$ cat src/rtl/mips_cache_pkg.sv
// Shared types and geometry helpers for the N-way instruction cache controller.
package mips_cache_pkg;

    typedef enum logic [1:0] {
        ST_IDLE   = 2'd0,
        ST_REFILL = 2'd1,
        ST_DONE   = 2'd2
    } cache_state_e;

    function automatic int off_w(input int line_words);
        return $clog2(line_words);
    endfunction

    function automatic int idx_w(input int sets);
        return $clog2(sets);
    endfunction

    function automatic int tag_w(input int sets, input int line_words);
        return 30 - $clog2(sets) - $clog2(line_words);
    endfunction

    // A single way still needs a one-bit pointer/way field.
    function automatic int way_w(input int ways);
        return (ways > 1) ? $clog2(ways) : 1;
    endfunction

    function automatic logic [31:0] sat_inc(input logic [31:0] v, input int w);
        logic [63:0] max_v;
        max_v = (64'd1 << w) - 64'd1;
        return ({32'd0, v} >= max_v) ? v : v + 32'd1;
    endfunction

endpackage

$ cat src/rtl/icache_tag_array.sv
// Valid/tag storage and round-robin victim pointers per set.
// Combinational read of one set, one line write port, bulk flush.
module icache_tag_array
    import mips_cache_pkg::*;
#(
    parameter int SETS       = 16,
    parameter int WAYS       = 2,
    parameter int LINE_WORDS = 4,
    localparam int IDX_W     = idx_w(SETS),
    localparam int TAG_W     = tag_w(SETS, LINE_WORDS),
    localparam int WAY_W     = way_w(WAYS)
) (
    input  logic                  clk,
    input  logic                  rst,
    input  logic                  flush_all,
    input  logic [IDX_W-1:0]      rd_idx,
    output logic [WAYS-1:0]       rd_valid,
    output logic [WAYS*TAG_W-1:0] rd_tags,
    output logic [WAY_W-1:0]      rd_rr,
    input  logic                  rr_adv,
    input  logic                  wr_en,
    input  logic [IDX_W-1:0]      wr_idx,
    input  logic [WAY_W-1:0]      wr_way,
    input  logic [TAG_W-1:0]      wr_tag
);

    logic [WAYS-1:0]  valid_q [SETS];
    logic [WAYS-1:0]  valid_d [SETS];
    logic [WAY_W-1:0] rr_q    [SETS];
    logic [WAY_W-1:0] rr_d    [SETS];
    logic [TAG_W-1:0] tag_q   [SETS][WAYS];
    logic [TAG_W-1:0] tag_d   [SETS][WAYS];

    always_comb begin
        rd_valid = valid_q[rd_idx];
        rd_rr    = rr_q[rd_idx];
        rd_tags  = '0;
        for (int w = 0; w < WAYS; w++) begin
            rd_tags[w*TAG_W +: TAG_W] = tag_q[rd_idx][w];
        end
    end

    always_comb begin
        valid_d = valid_q;
        rr_d    = rr_q;
        tag_d   = tag_q;
        if (wr_en) begin
            valid_d[wr_idx][wr_way] = 1'b1;
            tag_d[wr_idx][wr_way]   = wr_tag;
        end
        if (rr_adv) begin
            rr_d[rd_idx] = (WAYS > 1) ? rr_q[rd_idx] + 1'b1 : '0;
        end
        // Flush wins over a same-edge pointer advance.
        if (flush_all) begin
            for (int s = 0; s < SETS; s++) begin
                valid_d[s] = '0;
                rr_d[s]    = '0;
            end
        end
    end

    always_ff @(posedge clk) begin
        if (rst) begin
            for (int s = 0; s < SETS; s++) begin
                valid_q[s] <= '0;
                rr_q[s]    <= '0;
            end
        end else begin
            valid_q <= valid_d;
            rr_q    <= rr_d;
        end
    end

    always_ff @(posedge clk) begin
        tag_q <= tag_d;
    end

endmodule

$ cat src/rtl/icache_nway_ctrl.sv
// N-way set-associative I-cache controller: 0-cycle hit, multi-beat refill,
// stall from miss detect through last beat, saturating hit/miss counters.
module icache_nway_ctrl
    import mips_cache_pkg::*;
#(
    parameter int SETS       = 16,
    parameter int WAYS       = 2,
    parameter int LINE_WORDS = 4,
    parameter int CNT_W      = 20
) (
    input  logic             CLK,
    input  logic             RESET,
    input  logic             RD_EN,
    input  logic [31:0]      ADDR,
    input  logic             FLUSH,
    input  logic             CNT_CLR,
    output logic [31:0]      DATA,
    output logic             HIT,
    output logic             STALL,
    output logic             MM_REQ,
    output logic [31:0]      MM_ADDR,
    input  logic             MM_VALID,
    input  logic [31:0]      MM_DATA,
    output logic [CNT_W-1:0] CNT_HIT,
    output logic [CNT_W-1:0] CNT_MISS
);

    localparam int OFF_W  = off_w(LINE_WORDS);
    localparam int OFF_WS = (OFF_W > 0) ? OFF_W : 1;
    localparam int IDX_W  = idx_w(SETS);
    localparam int TAG_W  = tag_w(SETS, LINE_WORDS);
    localparam int WAY_W  = way_w(WAYS);
    localparam int DA_W   = $clog2(SETS * WAYS * LINE_WORDS);

    cache_state_e       state_q, state_d;
    logic [WAY_W-1:0]   victim_q, victim_d;
    logic [IDX_W-1:0]   req_idx_q, req_idx_d;
    logic [TAG_W-1:0]   req_tag_q, req_tag_d;
    logic [OFF_WS-1:0]  req_off_q, req_off_d;
    logic [OFF_WS-1:0]  beat_q, beat_d;
    logic [31:0]        req_word_q, req_word_d;
    logic               flush_pend_q, flush_pend_d;
    logic [31:0]        mm_addr_q, mm_addr_d;
    logic [CNT_W-1:0]   cnt_hit_q, cnt_hit_d;
    logic [CNT_W-1:0]   cnt_miss_q, cnt_miss_d;
    logic [31:0]        data_q [SETS*WAYS*LINE_WORDS];

    logic [IDX_W-1:0]      a_idx;
    logic [OFF_WS-1:0]     a_off;
    logic [TAG_W-1:0]      a_tag;
    logic [WAYS-1:0]       rd_valid;
    logic [WAYS*TAG_W-1:0] rd_tags;
    logic [WAY_W-1:0]      rd_rr, hit_way, inv_way;
    logic                  lk_hit, any_inv, rr_adv, flush_all, tag_wr, dwr_en;
    logic [DA_W-1:0]       rd_addr, wr_addr;

    assign a_off = OFF_WS'((ADDR >> 2) & 32'(LINE_WORDS - 1));
    assign a_idx = IDX_W'(ADDR >> (2 + OFF_W));
    assign a_tag = TAG_W'(ADDR >> (2 + OFF_W + IDX_W));

    icache_tag_array #(
        .SETS       (SETS),
        .WAYS       (WAYS),
        .LINE_WORDS (LINE_WORDS)
    ) u_tags (
        .clk       (CLK),
        .rst       (RESET),
        .flush_all (flush_all),
        .rd_idx    (a_idx),
        .rd_valid  (rd_valid),
        .rd_tags   (rd_tags),
        .rd_rr     (rd_rr),
        .rr_adv    (rr_adv),
        .wr_en     (tag_wr),
        .wr_idx    (req_idx_q),
        .wr_way    (victim_q),
        .wr_tag    (req_tag_q)
    );

    // Descending scan leaves the lowest-index invalid way in inv_way.
    always_comb begin
        lk_hit  = 1'b0;
        hit_way = '0;
        any_inv = 1'b0;
        inv_way = '0;
        for (int w = WAYS - 1; w >= 0; w--) begin
            if (rd_valid[w] && (rd_tags[w*TAG_W +: TAG_W] == a_tag)) begin
                lk_hit  = 1'b1;
                hit_way = WAY_W'(w);
            end
            if (!rd_valid[w]) begin
                any_inv = 1'b1;
                inv_way = WAY_W'(w);
            end
        end
        rd_addr = DA_W'((int'(a_idx) * WAYS + int'(hit_way)) * LINE_WORDS + int'(a_off));
        wr_addr = DA_W'((int'(req_idx_q) * WAYS + int'(victim_q)) * LINE_WORDS + int'(beat_q));
    end

    always_comb begin
        state_d      = state_q;
        victim_d     = victim_q;
        req_idx_d    = req_idx_q;
        req_tag_d    = req_tag_q;
        req_off_d    = req_off_q;
        beat_d       = beat_q;
        req_word_d   = req_word_q;
        flush_pend_d = flush_pend_q;
        mm_addr_d    = mm_addr_q;
        cnt_hit_d    = cnt_hit_q;
        cnt_miss_d   = cnt_miss_q;
        HIT          = 1'b0;
        STALL        = 1'b0;
        DATA         = '0;
        rr_adv       = 1'b0;
        flush_all    = 1'b0;
        tag_wr       = 1'b0;
        dwr_en       = 1'b0;
        case (state_q)
            ST_IDLE: begin
                flush_all = FLUSH;
                if (RD_EN) begin
                    if (lk_hit) begin
                        HIT       = 1'b1;
                        DATA      = data_q[rd_addr];
                        cnt_hit_d = CNT_W'(sat_inc(32'(cnt_hit_q), CNT_W));
                    end else begin
                        STALL        = 1'b1;
                        victim_d     = any_inv ? inv_way : rd_rr;
                        rr_adv       = !any_inv;
                        req_idx_d    = a_idx;
                        req_tag_d    = a_tag;
                        req_off_d    = a_off;
                        beat_d       = '0;
                        flush_pend_d = 1'b0;
                        mm_addr_d    = ADDR & ~(32'(LINE_WORDS) * 32'd4 - 32'd1);
                        cnt_miss_d   = CNT_W'(sat_inc(32'(cnt_miss_q), CNT_W));
                        state_d      = ST_REFILL;
                    end
                end
            end
            ST_REFILL: begin
                STALL = 1'b1;
                if (FLUSH) begin
                    flush_pend_d = 1'b1;
                end
                if (MM_VALID) begin
                    dwr_en = 1'b1;
                    beat_d = beat_q + 1'b1;
                    if (beat_q == req_off_q) begin
                        req_word_d = MM_DATA;
                    end
                    if (beat_q == OFF_WS'(LINE_WORDS - 1)) begin
                        tag_wr  = 1'b1;
                        state_d = ST_DONE;
                    end
                end
            end
            ST_DONE: begin
                DATA         = req_word_q;
                flush_all    = flush_pend_q | FLUSH;
                flush_pend_d = 1'b0;
                state_d      = ST_IDLE;
            end
            default: state_d = ST_IDLE;
        endcase
        if (CNT_CLR) begin
            cnt_hit_d  = '0;
            cnt_miss_d = '0;
        end
    end

    always_ff @(posedge CLK) begin
        if (RESET) begin
            state_q      <= ST_IDLE;
            victim_q     <= '0;
            req_idx_q    <= '0;
            req_tag_q    <= '0;
            req_off_q    <= '0;
            beat_q       <= '0;
            req_word_q   <= '0;
            flush_pend_q <= 1'b0;
            mm_addr_q    <= '0;
            cnt_hit_q    <= '0;
            cnt_miss_q   <= '0;
        end else begin
            state_q      <= state_d;
            victim_q     <= victim_d;
            req_idx_q    <= req_idx_d;
            req_tag_q    <= req_tag_d;
            req_off_q    <= req_off_d;
            beat_q       <= beat_d;
            req_word_q   <= req_word_d;
            flush_pend_q <= flush_pend_d;
            mm_addr_q    <= mm_addr_d;
            cnt_hit_q    <= cnt_hit_d;
            cnt_miss_q   <= cnt_miss_d;
        end
    end

    // Line data is never reset; validity lives in the tag array.
    always_ff @(posedge CLK) begin
        if (dwr_en) begin
            data_q[wr_addr] <= MM_DATA;
        end
    end

    assign MM_REQ   = (state_q == ST_REFILL);
    assign MM_ADDR  = mm_addr_q;
    assign CNT_HIT  = cnt_hit_q;
    assign CNT_MISS = cnt_miss_q;

endmodule
$ cat config.mk
export PLATFORM = sky130hd
export DESIGN_NAME = icache_nway_ctrl
export DESIGN_NICKNAME = d
export VERILOG_FILES = /design/src/rtl/mips_cache_pkg.sv /design/src/rtl/icache_tag_array.sv /design/src/rtl/icache_nway_ctrl.sv
export SDC_FILE = /design/constraint.sdc
export NUM_CORES = 2
export LEC_CHECK = 0
export BUFFER_PORTS_ARGS = -buffer_cell sky130_fd_sc_hd__buf_4
export CORE_UTILIZATION = 30
export DETAILED_ROUTE_END_ITERATION = 8
export PLACE_DENSITY = 0.45
export SLEW_MARGIN = 40
export SYNTH_ARGS = -nofsm -noshare
export SYNTH_HDL_FRONTEND = slang
export SYNTH_SLANG_ARGS = --single-unit
export TNS_END_PERCENT = 5
$ cat constraint.sdc
create_clock -name CLK -period 4.4 [get_ports CLK]
set_input_delay 0.22 -clock CLK [delete_from_list [all_inputs] [get_ports CLK]]
set_output_delay 0.22 -clock CLK [all_outputs]
set_load 0.005 [all_outputs]
==> summary by stage <==
Timing
The number of failing hold endpoints at the final stage came to 0. At the pin with the least slew margin, the transition time is between 900 and 1000 ps. The total negative slack is -55130 ps. Of the available clock period, the critical path in the final layout requires 1.41.

The minimum clock period after layout is slightly above 6000 ps. In the post-route analysis, the smallest setup slack over all paths is -1810 ps. The worst hold margin is between 90 and 100 ps. The highest clock rate is about 0.16 GHz. Setup repair after global routing could not meet its margin everywhere. Setup violations remaining at the end of the flow were counted as 34. The max-slew violation total from the final report came to 0.

Headroom to the max-slew limit came out at 0.358. The worst setup skew after layout is approximately 92 ps.

Logic synthesis
The most used flip-flop cell after synthesis is sky130_fd_sc_hd__edfxtp_1. The most common cell in the netlist is sky130_fd_sc_hd__edfxtp_1. The share of the Yosys chip area taken by registers is 0.768. Sorting the synthesized cells by how often they occur yields sky130_fd_sc_hd__edfxtp_1, sky130_fd_sc_hd__mux4_2, sky130_fd_sc_hd__nor2_1, sky130_fd_sc_hd__mux2i_1, sky130_fd_sc_hd__clkbuf_1. Synthesis handed over a netlist of a little under 9000 instances. For this run, the number of Yosys warnings is 0. Of the post-synthesis cell area, the dominant cell type holds 0.752. The distinct cell type count after synthesis is 83. Counting flops and latches in the post-synthesis netlist gives 5020. The synthesized design spends more area on one cell type than any other, namely sky130_fd_sc_hd__edfxtp_1. The number of enable flip-flop cells after synthesis is about 4900. The post-synthesis area per instance is 22.3 µm². Ranked by total cell area, the synthesized netlist is headed by sky130_fd_sc_hd__edfxtp_1, sky130_fd_sc_hd__mux4_2, sky130_fd_sc_hd__mux2i_1. The synthesized netlist occupies a cell area of around 200000 µm². The proportion of register bits with asynchronous set or reset after synthesis is 0.

Power and ir drop
The worst-case vdd ir drop is roughly 0.42 mV. Dividing total power by cell area gives a power density of about 440 nW/µm². The internal power of the cells is around 81 mW. The combinational share of power is 0.054. The completed layout was analyzed and its total power is around 100 mW.

Of the total power, the clock network draws 0.437. For this design the total switching power over the nets is ~23 mW. The share of total power dissipated in sequential elements is 0.509. In this run the static leakage power is 73.0 nW. Of the total power, the share spent switching nets is 0.220.

Finish
The share of layout cells above drive strength 1 is 0.347. The final design utilization is 0.362. The layout-stage area growth over the synthesis result is 20.2%.

The layout has 59298 filler cells. The area of the multi-input gates is about 45000 µm². Excluding fillers, the count of instances in the completed layout stands at roughly 19000. The final instance area is between 200000 and 250000 µm². The net count of the finished layout is about 10000. The sequential standard cell area is about 150000 µm².

Clock network
Clock tree synthesis inserted a total of ~550 buffers. The maximum level of the CTS H-tree is 6. The tree is rooted in a sky130_fd_sc_hd__clkbuf_16.

Clock-pin slew was measured on the worst setup and hold paths at roughly 60 ps. The CTS sink count is around 5000. The deepest clock path buffer count is 4.

The clock latency reported for the late side of the worst-skew pair is between 1000 and 1500 ps. TritonCTS built the clock tree.

Critical path
Data arrives at the worst endpoint at roughly 6000 ps. Among the stages of the critical path, the cell type that occurs most often is sky130_fd_sc_hd__buf_4. The type of the setup path with the least slack is reg -> out. The worst setup path is captured at a primary output. Along the worst path, the maximum fanout reaches 9. STA classifies the critical path startpoint as a flip-flop. Traced cell by cell, the critical path runs through mux4_2, nand2_1, o21ai_0, o21a_1, or3_1, or4_1, buf_4, nor4_4, buf_4, and2_4, clkbuf_16, clkbuf_16, mux2i_4, buf_4, a21oi_1, a32oi_1, o21ai_1, buf_12, buf_4.

The required time at the endpoint of the critical path is approximately 4200 ps. The critical path's largest stage delay is just over 500 ps. The critical-path cell with the highest stage delay is sky130_fd_sc_hd__or4_1.

Placement
The estimated wirelength of the detail-placed design is roughly 380000 µm. The cell area reported after detailed placement is between 200000 and 250000 µm². The number of port buffers is 170.

The final weighted congestion in routability-driven placement is between 0.8 and 0.9. Once placement completed, the tool counted placed cells totaling around 18000. At the placement stage, the worst setup path has a slack of -1570 ps.

GRT
The maximum number of pins on one net before global-route repair is 130. The total overflow left after global routing is 0. The initial antenna violation count is 74. The via count of the first global-routing pass came to 101442. The first global-routing pass estimated around 860000 µm of wire. For this run, the total global-route usage over all layers was measured as 0.189.

Routing
In this run, the number of DRC markers left after iteration 0 of detailed routing was about 11000. The count of TritonRoute iterations in the first routing pass is 5. The DRC violation count after routing is 0. The via density per instance is 5.18. The routed wire length is 630000 µm. The count of antenna-violating nets left after detailed routing is 0.

The average wire length per cell after detail routing is 33.2 µm. The routed layout has around 100000 vias.

Floorplanning
The vertical die dimension is around 810 µm. The area of the placeable core is ~650000 µm². Pin placement for this block handled 177 I/O pins.

The chip width is 807 µm. The row count is 295. The starting density of the core is 0.301. The die footprint is 651000 µm².

Hold path
The path class of the lowest-slack min-delay path is in -> reg.

Outcome
The checks that failed: negative setup slack. The run finished, with violations left.

Job
Max-cap violations in this run came to 0.
==> metal layers <==
metal	GRT usage	share of wire	up-vias	wire (µm)
met2	0.307	0.47	3591	298000
li1	-	-	39355	-
met3	0.0282	0.065	781	40600
met4	0.0439	0.026	8	16500
met5	0	0.000086	-	54
met1	0.269	0.44	54668	275000
==> power by group through the flow <==
stage / registers [mW] / clock network (mW) / logic (mW)
finish: 52.6 / 45.1 / 5.62
CTS: 52.6 / 46.1 / 5.66
global placement: 53.6 / 0 / 5.47
floorplan: 53.6 / 0 / 2.49
detailed placement: 53.6 / 0 / 5.55
global route: 52.6 / 47.7 / 5.89
==> timing repair <==
item | in CTS | in global routing
setup buffers | 10 | 10
gates resized for setup | 103 | 113
hold buffers | 72 | 0
hold endpoints to repair | 2370 | 0
pin swaps | 16 | 26
setup endpoints to repair | 48 | 50
cloned | 2 | 4
==> cell usage in the layout (no fill, tap or decap), types with 76 or more instances in the layout <==
master and instances:
sky130_fd_sc_hd__clkinv_1 114, sky130_fd_sc_hd__mux4_2 1374, sky130_fd_sc_hd__nand2_1 206, sky130_fd_sc_hd__clkbuf_1 114, sky130_fd_sc_hd__a21oi_1 76, sky130_fd_sc_hd__nor2_1 261
sky130_fd_sc_hd__clkinv_2 95, sky130_fd_sc_hd__mux2i_1 314, sky130_fd_sc_hd__nor2_4 163, sky130_fd_sc_hd__buf_12 141, sky130_fd_sc_hd__edfxtp_1 4864, sky130_fd_sc_hd__clkbuf_16 568
sky130_fd_sc_hd__buf_4 849, sky130_fd_sc_hd__dfxtp_1 147
==> flip-flops by register name (all words and copies together) (netlist names), 3 cells and up <==
signal,cells
u_tags.tag_q,768
req_word_q,32
data_q,4096
req_idx_q,3
u_tags.valid_q,32
u_tags.rr_q,16
CNT_HIT,20
CNT_MISS,20
req_tag_q,24
==> cell families (layout without fill, tap and decap cells) <==
logic type	Yosys count	after routing	synth area share
adders and majority gates	3	3	0.000193
muxes	1740	1740	0.178
AOI/OAI and AO/OA	469	469	0.0168
DFF	5020	5020	0.768
other	1	18	0.0000193
xor gates and xnor gates	78	78	0.00352
and+or+nand+nor	877	877	0.0200
buffers and inverters	524	2172	0.0129
==> path summary, 6_finish.rpt <==
check | start | endpoint | slack (ps) | depth (start not counted)
hold reg to reg | u_tags.valid_q[1]$_SDFFE_PP0P_ | u_tags.valid_q[1]$_SDFFE_PP0P_ | 470 | 2
setup reg to reg | u_tags.tag_q[248]$_DFFE_PP_ | CNT_HIT[18]$_SDFFE_PP0P_ | 150 | 16
hold / removal | MM_DATA[7] | data_q[1][7]$_DFFE_PP_ | 100 | 2
setup / recovery | u_tags.tag_q[248]$_DFFE_PP_ | DATA[24] | -1810 | 19
==> worst max-delay path: cells and delay by family, from the launching register on <==
family / cells / cell delay (ps)
AOI/OAI and AO/OA: 5 / 780
buffers and inverters: 7 / 1320
DFF: 1 / 400
muxes: 2 / 860
and+or+nand+nor: 5 / 1470
==> final cells by class <==
type                            count  share of cell area
Inverter                           27            0.000477
Multi-Input combinational cell   3171               0.191
Sequential cell                  5020               0.639
Tap cell                         8613              0.0462
Clock inverter                    297              0.0113
Antenna cell                       14            0.000150
Timing Repair Buffer             1150              0.0485
Clock buffer                      698              0.0635
(Power assumes the default switching activity.)
